[src/rtl/rr_arbiter_fsm.sv]
// Round-robin arbiter FSM: hands one shared resource to one of N requesters
// at a time. A grant is held until the owner releases it (done or request
// drop) or until the hold timeout forces a release. Each grant is followed by
// a one-cycle GAP and an IDLE cycle before the next grant can be issued.
module rr_arbiter_fsm #(
  parameter int OW      = 2,
  parameter int TIMEOUT = 8
) (
  input  logic                clk,
  input  logic                reset,
  input  logic [(2**OW)-1:0]  req,
  input  logic [(2**OW)-1:0]  done,
  output logic [(2**OW)-1:0]  gnt,
  output logic [OW-1:0]       owner,
  output logic                busy,
  output logic                timeout,
  output logic [1:0]          SP,
  output logic [1:0]          SF
);

  localparam int N    = 2**OW;
  // Hold counter only needs to reach TIMEOUT-1; keep one bit when disabled.
  localparam int CW   = (TIMEOUT > 0) ? $clog2(TIMEOUT + 1) : 1;
  localparam int LAST = (TIMEOUT > 0) ? TIMEOUT - 1 : 0;
  localparam logic [CW-1:0] CNT_LAST = CW'(LAST);
  localparam logic [CW-1:0] CNT_MAX  = '1;

  typedef enum logic [1:0] {
    IDLE = 2'b00,
    BUSY = 2'b01,
    GAP  = 2'b10
  } state_t;

  state_t          state_reg;
  state_t          state_next;
  logic [OW-1:0]   ptr_reg;
  logic [OW-1:0]   owner_reg;
  logic [CW-1:0]   cnt_reg;
  logic [N-1:0]    gnt_reg;
  logic            busy_reg;
  logic            timeout_reg;

  logic [N-1:0]    rot_req;
  logic [OW-1:0]   pick;
  logic            pick_valid;
  logic            release_owner;
  logic            hold_expired;

  // Rotate the request vector so that bit 0 corresponds to the pointer;
  // the OW-bit index sum wraps modulo N for free.
  genvar gi;
  generate
    for (gi = 0; gi < N; gi++) begin : g_rot
      assign rot_req[gi] = req[ptr_reg + OW'(gi)];
    end
  endgenerate

  // First requester at or after the pointer wins (lowest rotated index).
  always_comb begin
    pick       = '0;
    pick_valid = |rot_req;
    for (int i = N - 1; i >= 0; i--) begin
      if (rot_req[i]) begin
        pick = ptr_reg + OW'(i);
      end
    end
  end

  // Only the owner's done/req matter; a voluntary release beats the timeout.
  assign release_owner = done[owner_reg] | ~req[owner_reg];
  assign hold_expired  = (TIMEOUT != 0) && (cnt_reg == CNT_LAST);

  // Next-state logic, also exported as SF.
  always_comb begin
    state_next = IDLE;
    case (state_reg)
      IDLE:    state_next = pick_valid ? BUSY : IDLE;
      BUSY:    state_next = (release_owner || hold_expired) ? GAP : BUSY;
      GAP:     state_next = IDLE;
      default: state_next = IDLE;
    endcase
  end

  // State register plus registered grant/owner/busy/timeout and pointer/counter.
  always_ff @(posedge clk) begin
    if (reset) begin
      state_reg   <= IDLE;
      gnt_reg     <= '0;
      owner_reg   <= '0;
      busy_reg    <= 1'b0;
      timeout_reg <= 1'b0;
      ptr_reg     <= '0;
      cnt_reg     <= '0;
    end else begin
      state_reg   <= state_next;
      timeout_reg <= 1'b0;
      case (state_reg)
        IDLE: begin
          if (pick_valid) begin
            gnt_reg   <= N'(1) << pick;
            owner_reg <= pick;
            busy_reg  <= 1'b1;
            cnt_reg   <= '0;
          end else begin
            gnt_reg  <= '0;
            busy_reg <= 1'b0;
          end
        end
        BUSY: begin
          if (state_next == GAP) begin
            // Pointer advances past the owner as GAP begins, so the
            // following IDLE cycle already scans from owner+1.
            gnt_reg     <= '0;
            busy_reg    <= 1'b0;
            ptr_reg     <= owner_reg + 1'b1;
            timeout_reg <= ~release_owner;
          end else if (cnt_reg != CNT_MAX) begin
            cnt_reg <= cnt_reg + 1'b1;
          end
        end
        GAP: begin
          gnt_reg  <= '0;
          busy_reg <= 1'b0;
        end
        default: begin
          gnt_reg  <= '0;
          busy_reg <= 1'b0;
        end
      endcase
    end
  end

  assign gnt     = gnt_reg;
  assign owner   = owner_reg;
  assign busy    = busy_reg;
  assign timeout = timeout_reg;
  assign SP      = state_reg;
  assign SF      = state_next;

endmodule

[config.mk]
export PLATFORM = sky130hd
export DESIGN_NAME = rr_arbiter_fsm
export DESIGN_NICKNAME = d
export VERILOG_FILES = /design/src/rtl/rr_arbiter_fsm.sv
export SDC_FILE = /design/constraint.sdc
export NUM_CORES = 1
export LEC_CHECK = 0
export CORE_UTILIZATION = 47
export CTS_CLUSTER_SIZE = 30
export DETAILED_ROUTE_END_ITERATION = 8
export PLACE_DENSITY = 0.79
export SLEW_MARGIN = 20
export SYNTH_ARGS = -nofsm -noshare
export SYNTH_HDL_FRONTEND = slang
export SYNTH_SLANG_ARGS = --single-unit
[constraint.sdc]
create_clock -name clk -period 1.9 [get_ports clk]
set_input_delay 0.285 -clock clk [delete_from_list [all_inputs] [get_ports clk]]
set_output_delay 0.285 -clock clk [all_outputs]
set_load 0.01 [all_outputs]
==> results.py <==
metrics = {
    "placed_design": {
        "placedCellCount": 165,
        "gp_congestion": 0.835,
        "hpwl_um": 1930,
        "port_buffers": 21,
    },
    "worst_setup_path": {
        "r2r_start": "owner[1]",
        "path_buf_inv": 2,
        "critPathLaunchType": "flop",
        "critPathTopFamily": "multiplexers",
        "worstReg2RegEnd": "cnt_reg[3]",
        "worst-path-max-fanout": 3,
        "ff2ff_setup_slack_ps": 150,
        "path_cells": "mux4_2 > o21ai_2 > inv_1 > buf_2",
        "required_ps": 1620,
        "slowest_delay_ps": 520,
        "arrival_ps": 1550,
        "slowest_stage": "mux4_2",
        "worstRegToRegCells": 4,
        "crit_type": "reg2out",
        "end_kind": "output port",
    },
    "global_routing": {
        "grt_start_max_net_pins": 10,
        "grtUsageTotal_pct": 28.2,
        "grt_first_pass_wirelength_um": 4040,
        "antenna_found_initial": 0,
        "grt_pass1_vias": 913,
        "overflow": 0,
    },
    "timing": {
        "hold_violations": 0,
        "relSlewSlack_pct": 62.7,
        "drv_slew": 0,
        "finalCritPeriodShare_pct": 96.5,
        "worst_hold_slack_ps": 480,
        "finalSetupViolCount": 0,
        "finalClockSkew_ps": 1.35,
        "rsz0062_at_grt": "false",
        "min_period_ps": 1830,
        "tns_ps": 0,
        "worst_slew_pin_slew_ps": 555,
        "fmax_ghz": 0.546,
    },
    "pwr": {
        "leakage_nw": 0.556,
        "peakVddDrop_mv": 0.485,
        "powerDensity_nw_per_um2": 757,
        "power_mw": 1.00,
    },
    "floorplan": {
        "core_area_sq_um": 1730,
        "die_height_um": 45.0,
        "die-area_sq_um": 2020,
        "start_util_pct": 50.2,
        "die_w_um": 45.0,
        "io_pins": 22,
        "rows": 15,
    },
    "clocking": {
        "cts_max_path_buffers": 2,
        "cts_tree": "built",
        "clkLatencyLatePin_ps": 290,
        "cts.sinks": 16,
        "cts_buffers": 3,
        "cts-root-buf": "clkbuf_4",
        "h-tree-depth": 1,
        "cts.clk_slew.worst_paths_ps": 100,
    },
    "route": {
        "dr_total_vias": 949,
        "wl_um": 2530,
        "drc": 0,
        "firstDrtPassIters": 4,
        "drtIter0Drc": 45,
        "wl_per_cell_um": 14.8,
        "vias_per_cell": 5.55,
        "ant_nets": 0,
    },
    "min_path": {
        "holdPathEnd": "gnt[1]",
        "hp-start": "gnt[1]",
        "hp-class": "reg2reg",
        "hold-path-cell-count": 1,
    },
    "cells_and_area": {
        "area_growth_pct": 52.8,
        "final-instance-count-excl-fill": 171,
        "final_layout_size_suffix_gt1_share_pct": 28.8,
        "num_antenna_cells": 0,
        "fin_nets": 158,
        "post-route-util_pct": 76.7,
    },
    "logic_synthesis": {
        "ys.flop_type": "dfxtp_1",
        "yosysSeqAreaShare_pct": 36.9,
        "synthArstFlopShare_pct": 0,
        "syn_area_per_cell_sq_um": 8.67,
        "synth_fp_nets": 111,
        "yosys.cell_types.count": 35,
        "yosysWarnings": 0,
        "synth_seq_cells": 16,
        "synth_edf_count": 0,
        "syn_area_sq_um": 867,
        "synth_cells": 100,
    },
    "run": {
        "drv_cap": 0,
    },
    "outcome": {
        "status": "finished, final reports clean",
    },
}
==> cells in the final DEF (no fill, tap or decap), types with 2 or more instances in the layout <==
master and instances:
inv_1 8, nand2_1 4, dlygate4sd2_1 8, nor4_1 4
clkdlybuf4s50_1 11, buf_4 22, nor2b_1 6, nor2_1 7
dfxtp_2 2, a211oi_1 4, a21oi_1 6, dfxtp_1 13
o21ai_0 2, o2bb2ai_1 2, mux4_2 2, nand2_2 2
a21o_1 2, clkbuf_4 3, nand2b_1 8, buf_2 2
a22o_1 3
==> where the power goes <==
group          switching, mW  internal (mW)
Sequential            0.0310          0.371
Clock                  0.119          0.117
Combinational          0.179          0.186
Total                  0.329          0.674
==> area by class of cell <==
type | count | area, sq um
Inverter | 8 | 30.0
Clock buffer | 4 | 36.3
Multi-Input combinational cell | 75 | 546
Tap cell | 25 | 31.3
Sequential cell | 16 | 327
Timing Repair Buffer | 43 | 355
Fill cell | 128 | 402
==> stage by stage <==
stage	cell area (sq um)	setup WS (ps)
after floorplan	867	153
after global placement	1250	-416
after detailed placement	1250	-440
after CTS	1300	4.18
after global routing	1330	5.90
final	1330	67.2
==> repair_timing <==
item | in CTS | in global routing
hold buffers | 0 | 0
setup endpoints to repair | 3 | 2
pin swaps | 2 | 1
setup buffers | 1 | 1
resized for setup | 21 | 7
gates cloned | 0 | 0
==> logic make-up after synthesis <==
family,Yosys count,synth area share [%]
AO/OA/AOI/OAI,28,23.4
XOR/XNOR,1,1.01
adder cells (fa/ha/maj),1,1.44
buffers and inverters,9,3.90
flip-flops,16,36.9
multiplexers,2,5.19
AND/OR/NAND/NOR,43,28.1
==> metal layers <==
layer | global-route usage, % | wire (um) | share of wire, %
met4 | 8.48 | 32 | 1.3
met5 | 0 | 0 | 0
met1 | 33.5 | 1060 | 42
met3 | 8.40 | 98 | 3.9
met2 | 48.7 | 1330 | 53
==> how the worst max path moves through the flow <==
stage / from / to / slack (ps) / cells after the start
after floorplan: owner[1] / cnt_reg[3] / 150 / 3
after global placement: req[2] / SF[0] / -420 / 6
after detailed placement: req[2] / SF[0] / -440 / 6
after CTS: cnt_reg[0] / SF[0] / 4 / 6
after global routing: owner[1] / SF[1] / 6 / 4
final: owner[1] / SF[1] / 70 / 4
==> synthesized netlist by cell type, types with 2 or more instances <==
cell	n	area share [%]
dfxtp_1	16	37
inv_1	8	3.5
nand2b_1	8	5.8
nor2_1	7	3.0
nor2b_1	7	5.1
a21oi_1	6	3.5
nand2_1	6	2.6
a211oi_1	4	3.5
nor4_1	4	2.9
a22o_1	3	3.0
a21o_1	2	1.7
mux4_2	2	5.2
nand3_1	2	1.2
o21ai_0	2	1.2
o2bb2ai_1	2	2.0
or4_1	2	1.7
Power figures use the tool's default switching activity.
